**config.mk**
```make
export PLATFORM = sky130hd
export DESIGN_NAME = dpi_stream_sequencer
export DESIGN_NICKNAME = d
export VERILOG_FILES = /design/src/rtl/dpi_stream_sequencer.sv
export SDC_FILE = /design/constraint.sdc
export NUM_CORES = 2
export LEC_CHECK = 0
export ABC_CLOCK_PERIOD_IN_PS = 3900
export BUFFER_PORTS_ARGS = -buffer_cell sky130_fd_sc_hd__buf_2
export CORE_AREA = 2 2 558 422
export DETAILED_ROUTE_END_ITERATION = 8
export DIE_AREA = 0 0 560 424
export HOLD_SLACK_MARGIN = 0.15
export PLACE_DENSITY = 0.58
export SYNTH_ARGS = -nofsm -noshare
export SYNTH_HDL_FRONTEND = slang
export SYNTH_SLANG_ARGS = --single-unit
```
**constraint.sdc**
```tcl
create_clock -name clk -period 3.9 [get_ports clk]
set_input_delay 0.39 -clock clk [delete_from_list [all_inputs] [get_ports clk]]
set_output_delay 0.39 -clock clk [all_outputs]
set_load 0.03 [all_outputs]
```
**src/rtl/dpi_stream_sequencer.sv**
```systemverilog
// Front-end sequencer for the per-regex DPI matchers.
// Maps each packet's flow key to a 6-bit stream id through a 64-entry flow table, then
// drives the matcher-bank control sequence: load_state, guard gap, payload chars,
// drain gap and eop.
module dpi_stream_sequencer #(
    parameter int unsigned KEY_W    = 32,
    parameter int unsigned LOAD_GAP = 2,
    parameter int unsigned EOP_GAP  = 4
) (
    input  logic             clk,
    input  logic             rst_n,
    input  logic             in_vld,
    output logic             in_rdy,
    input  logic [7:0]       in_data,
    input  logic             in_sop,
    input  logic             in_eop,
    input  logic [KEY_W-1:0] in_key,
    input  logic [63:0]      en_mask,
    output logic [7:0]       char_in,
    output logic             char_in_vld,
    output logic             load_state,
    output logic [5:0]       stream_id,
    output logic             new_stream_id,
    output logic             enable,
    output logic             eop,
    output logic             evict,
    output logic             drop_err
);

    localparam logic [2:0] StIdle   = 3'd0;
    localparam logic [2:0] StLookup = 3'd1;
    localparam logic [2:0] StLoad   = 3'd2;
    localparam logic [2:0] StGap    = 3'd3;
    localparam logic [2:0] StData   = 3'd4;
    localparam logic [2:0] StDrain  = 3'd5;
    localparam logic [2:0] StEop    = 3'd6;

    // The counter starts at 1 on entry, so the last value of each gap is GAP-1.
    localparam logic [3:0] GapLast   = 4'(LOAD_GAP - 1);
    localparam logic [3:0] DrainLast = 4'(EOP_GAP - 1);

    logic [2:0]       state_q, state_d;
    logic [3:0]       gap_cnt_q, gap_cnt_d;
    logic [KEY_W-1:0] key_q;
    logic [63:0]      tbl_vld_q;
    logic [KEY_W-1:0] tbl_key_q [64];
    logic [5:0]       alloc_ptr_q;
    logic [5:0]       sid_q;
    logic             new_q;
    logic             evict_q;
    logic             enable_q;
    logic             run_q;
    logic             hit;
    logic [5:0]       hit_idx;
    logic             idle_drop;

    // Parallel key compare; descending scan leaves the lowest matching index.
    always_comb begin
        hit     = 1'b0;
        hit_idx = '0;
        for (int i = 63; i >= 0; i--) begin
            if (tbl_vld_q[i] && (tbl_key_q[i] == key_q)) begin
                hit     = 1'b1;
                hit_idx = 6'(i);
            end
        end
    end

    // run_q keeps in_rdy/drop_err low while reset is asserted and the cycle after.
    assign idle_drop = (state_q == StIdle) && run_q && in_vld && !in_sop;

    // Next-state and gap counter.
    always_comb begin
        state_d   = state_q;
        gap_cnt_d = gap_cnt_q;
        case (state_q)
            StIdle: begin
                if (run_q && in_vld && in_sop) begin
                    state_d = StLookup;
                end
            end
            StLookup: state_d = StLoad;
            StLoad: begin
                state_d   = StGap;
                gap_cnt_d = 4'd1;
            end
            StGap: begin
                if (gap_cnt_q >= GapLast) begin
                    state_d   = StData;
                    gap_cnt_d = '0;
                end else begin
                    gap_cnt_d = gap_cnt_q + 4'd1;
                end
            end
            StData: begin
                if (in_vld && in_eop) begin
                    state_d   = StDrain;
                    gap_cnt_d = 4'd1;
                end
            end
            StDrain: begin
                if (gap_cnt_q >= DrainLast) begin
                    state_d   = StEop;
                    gap_cnt_d = '0;
                end else begin
                    gap_cnt_d = gap_cnt_q + 4'd1;
                end
            end
            StEop:   state_d = StIdle;
            default: state_d = StIdle;
        endcase
    end

    // FSM, key capture, lookup result, table valid bits and allocation pointer.
    always_ff @(posedge clk or negedge rst_n) begin
        if (!rst_n) begin
            state_q     <= StIdle;
            gap_cnt_q   <= '0;
            key_q       <= '0;
            tbl_vld_q   <= '0;
            alloc_ptr_q <= '0;
            sid_q       <= '0;
            new_q       <= 1'b0;
            evict_q     <= 1'b0;
            enable_q    <= 1'b0;
            run_q       <= 1'b0;
        end else begin
            state_q   <= state_d;
            gap_cnt_q <= gap_cnt_d;
            run_q     <= 1'b1;
            evict_q   <= 1'b0;
            if (state_q == StIdle && run_q && in_vld && in_sop) begin
                key_q <= in_key;
            end
            if (state_q == StLookup) begin
                sid_q   <= hit ? hit_idx : alloc_ptr_q;
                new_q   <= !hit;
                evict_q <= !hit && tbl_vld_q[alloc_ptr_q];
            end
            if (state_q == StLoad) begin
                enable_q <= en_mask[sid_q];
                if (new_q) begin
                    tbl_vld_q[sid_q] <= 1'b1;
                    alloc_ptr_q      <= alloc_ptr_q + 6'd1;
                end
            end
        end
    end

    // Key storage needs no reset; entries are qualified by tbl_vld_q.
    always_ff @(posedge clk) begin
        if (state_q == StLoad && new_q) begin
            tbl_key_q[sid_q] <= key_q;
        end
    end

    // Output decode; enable reads the mask live during LOAD, then holds the sample.
    always_comb begin
        in_rdy        = (state_q == StData) || idle_drop;
        drop_err      = idle_drop;
        char_in       = (state_q == StData) ? in_data : 8'h00;
        char_in_vld   = (state_q == StData) && in_vld;
        load_state    = (state_q == StLoad);
        eop           = (state_q == StEop);
        stream_id     = sid_q;
        new_stream_id = new_q;
        evict         = evict_q;
        enable        = (state_q == StLoad) ? en_mask[sid_q] : enable_q;
    end

endmodule

```
==> results.cfg <==
[status]
status = finished with violations
violations = negative setup slack

[floorplan]
initial_core_util_pct = 39.7
die_area_um2 = 237000
die_h_um = 424
core_region_area_um2 = 233000
die_w_um = 560
io-pin-count = 131
rows = 154

[cells_and_area]
drive_above_1_share_pct = 22.3
area_growth_pct = 19.7
nNetsFinal = 6733

[placed_design]
gp_congestion = 0.878
hpwl_um = 177000
post-place-ws_ns = -0.493
numPortBuffers = 130

[clocking]
cts_buffer_depth = 4
cts_max_level = 4
cts_tree = yes
cts_buffers = 210
cts_sinks = 2167
clk_latency_ns = 0.88
cts-root-buf = clkbuf_16
path_clk_slew_ns = 0.06

[logic_synthesis]
synth_top_cell_area_share_pct = 66.6
synthTopCellsByArea = edfxtp_1, xnor2_1, xor2_1
async_flop_share_pct = 5.49
synth.cell_area_um2 = 92300
synth.avg_cell_area_um2 = 16.1
synth_edf_count = 2048
seq_area_frac_synth_pct = 69.8
syn_nets = 5848
synth_cells = 5735
synth-seq-cells = 2167
ys_warn_count = 0
synth_ff_type = edfxtp_1
synth_top_cell_by_area = edfxtp_1
synth_cell_types = 67

[grt]
grt_usage_pct = 22.3
grt_pass1_vias = 49800
gr-total-overflow = 0
antenna_found_initial = 12
grt_max_degree = 47
grt_pass1_wl_um = 382000

[critical_path]
critical_path_class = reg2reg
worstPathMaxFanout = 11
cp-start-kind = flop
cp.arrival_ns = 4.76
endpoint_kind = flop
required_ns = 4.66

[timing]
slew-limit-headroom_pct = 25.1
slew_violations = 0
fmax_mhz = 250
worst_slew_pin_slew_ns = 1.12
hold_viol_final = 0
post-route-period-util_pct = 102
rsz0062_at_grt = true
fin_skew_ns = 0.0433
setup_violations = 2
min_period_ns = 3.99
fin_ws_ns = -0.0946

[pwr]
p_leak_uw = 0.0360
finalPower_uw = 81600
ir_worst_vdd_v = 0.000449
powerDensity_nw_per_um2 = 738

[detailed_routing]
drt_pass1_iterations = 6
num_vias = 52000
drt_iter0_drc = 5951
drcViolationCount = 0
wl_um = 270000
avgViaCountPerCell = 5.25
ant_nets = 0
wl_per_cell_um = 27.2

[job]
maxCapViolCount = 0

[hold_path]
hp-class = in2reg
## per-stage QoR
stage | cell area (um2) | utilization (%) | cells | hold WS, ns | TNS, ns
6_report | 111000 | 47.5 | 9910 | 0.247 | -0.117
5_1_grt | 111000 | 47.5 | 9909 | 0.267 | -0.338
3_3_place_gp | 102000 | 44.0 | 9447 | 0.475 | -1.45
2_1_floorplan | 92300 | - | 5735 | 0.0944 | -59.54
3_5_place_dp | 102000 | 44.0 | 9447 | 0.475 | -1.25
4_1_cts | 110000 | 47.1 | 9884 | 0.185 | -0.0968
## registers in the layout (all words and copies together), names as in the netlist
register and cells:
tbl_key_q 2048, tbl_vld_q 64, key_q 32, alloc_ptr_q 6, stream_id 6, gap_cnt_q 4, state_q 3, enable_q 1
evict 1, new_stream_id 1, run_q 1
## worst paths after layout
check / startpoint / to / slack, ns / cells past startpoint
setup / recovery: key_q[19] / stream_id[0] / -0.09 / 16
hold / removal: en_mask[54] / enable_q / 0.25 / 7
setup reg to reg: key_q[19] / stream_id[0] / -0.09 / 16
hold reg to reg: tbl_vld_q[35] / tbl_vld_q[35] / 0.50 / 1
max in group asynchronous: rst_n / key_q[25] / 1.51 / 4
min in group asynchronous: rst_n / run_q / 0.62 / 3
## power by group
part           total, uW  switching (uW)  leakage (uW)  internal (uW)
Clock              20000            8890       0.00320          11100
Sequential         30500            1270        0.0201          29200
Combinational      31100           18700        0.0128          12400
Total              81600           28900        0.0360          52700
## critical path, stage by stage, from the launching register on
cell	delay [ns]
dfrtp_4	0.55
buf_12	0.17
buf_12	0.17
buf_4	0.20
xor2_1	0.16
nor4_1	0.22
nand4_1	0.15
nor2_1	0.15
nand4_1	0.53
buf_12	0.35
buf_4	0.14
nand3_1	0.14
o2111ai_2	0.15
o31ai_4	0.29
a211o_1	0.18
a211oi_2	0.07
o31ai_1	0.24
## layer usage
| layer | part of all wire (%) | track usage [%] | up-vias |
|---|---|---|---|
| li1 | - | - | 22800 |
| met1 | 47 | 34.4 | 27000 |
| met2 | 44 | 32.8 | 1830 |
| met3 | 7.4 | 3.89 | 306 |
| met4 | 1.9 | 4.49 | 4 |
| met5 | 0.0085 | 0 | - |
## what timing repair did
action	in CTS	in global routing
cloned	0	0
endpoints found under the hold margin	121	0
buffers inserted	19	24
setup endpoints to repair	8	8
hold buffers	38	0
pin swaps	5	55
resized for setup	45	109
## placed cells by master (no fill, tap or decap), drive strengths merged, types with 8 or more instances in the layout
cell type       n
xnor2        1619
and3           15
a22oi          24
buf           888
o21ai          30
dlygate4sd3    38
clkinv         83
or2            68
nor2          108
mux4           21
nor3           29
nand2          57
dfrtp         119
edfxtp       2048
or4            48
clkbuf        279
nor2b          10
bufinv         12
xor2          423
o211ai          8
and2           17
nor4          159
a31oi           8
inv            28
nand3          90
nand4         435
mux2           33
a21oi          17
## synthesized netlist by cell type, types with 45 or more instances
master and number:
nand3_1 90, nor4_1 159, nor2_1 108, xnor2_1 1618
nand2_1 57, xor2_1 423, dfrtp_1 119, buf_2 56
or2_2 68, buf_4 111, nand4_1 435, or4_1 45
buf_6 57, edfxtp_1 2048
## kinds of logic (layout without fill, tap and decap cells)
| family | count (synthesis) | count (layout) | synth area share [%] |
|---|---|---|---|
| flip-flops | 2167 | 2167 | 69.8 |
| AND/OR/NAND/NOR | 1061 | 1061 | 6.70 |
| buffers and inverters | 279 | 1332 | 2.14 |
| AO/OA/AOI/OAI | 127 | 127 | 0.957 |
| XOR/XNOR | 2042 | 2042 | 19.4 |
| multiplexers | 54 | 54 | 0.915 |
| adder cells (fa/ha/maj) | 4 | 4 | 0.0542 |
| other | 1 | 3 | 0.00406 |
## layout make-up
type | instances | area [um2]
clock inverters | 101 | 816
inverters | 26 | 97.6
well taps | 3120 | 3900
flip-flops and latches | 2167 | 64600
repair buffers | 926 | 8570
fillers | 20000 | 122000
multi-input cells | 3289 | 26800
clock buffers | 279 | 5720
diodes | 2 | 5.00
Note: power is estimated with default switching activity, not from simulation.
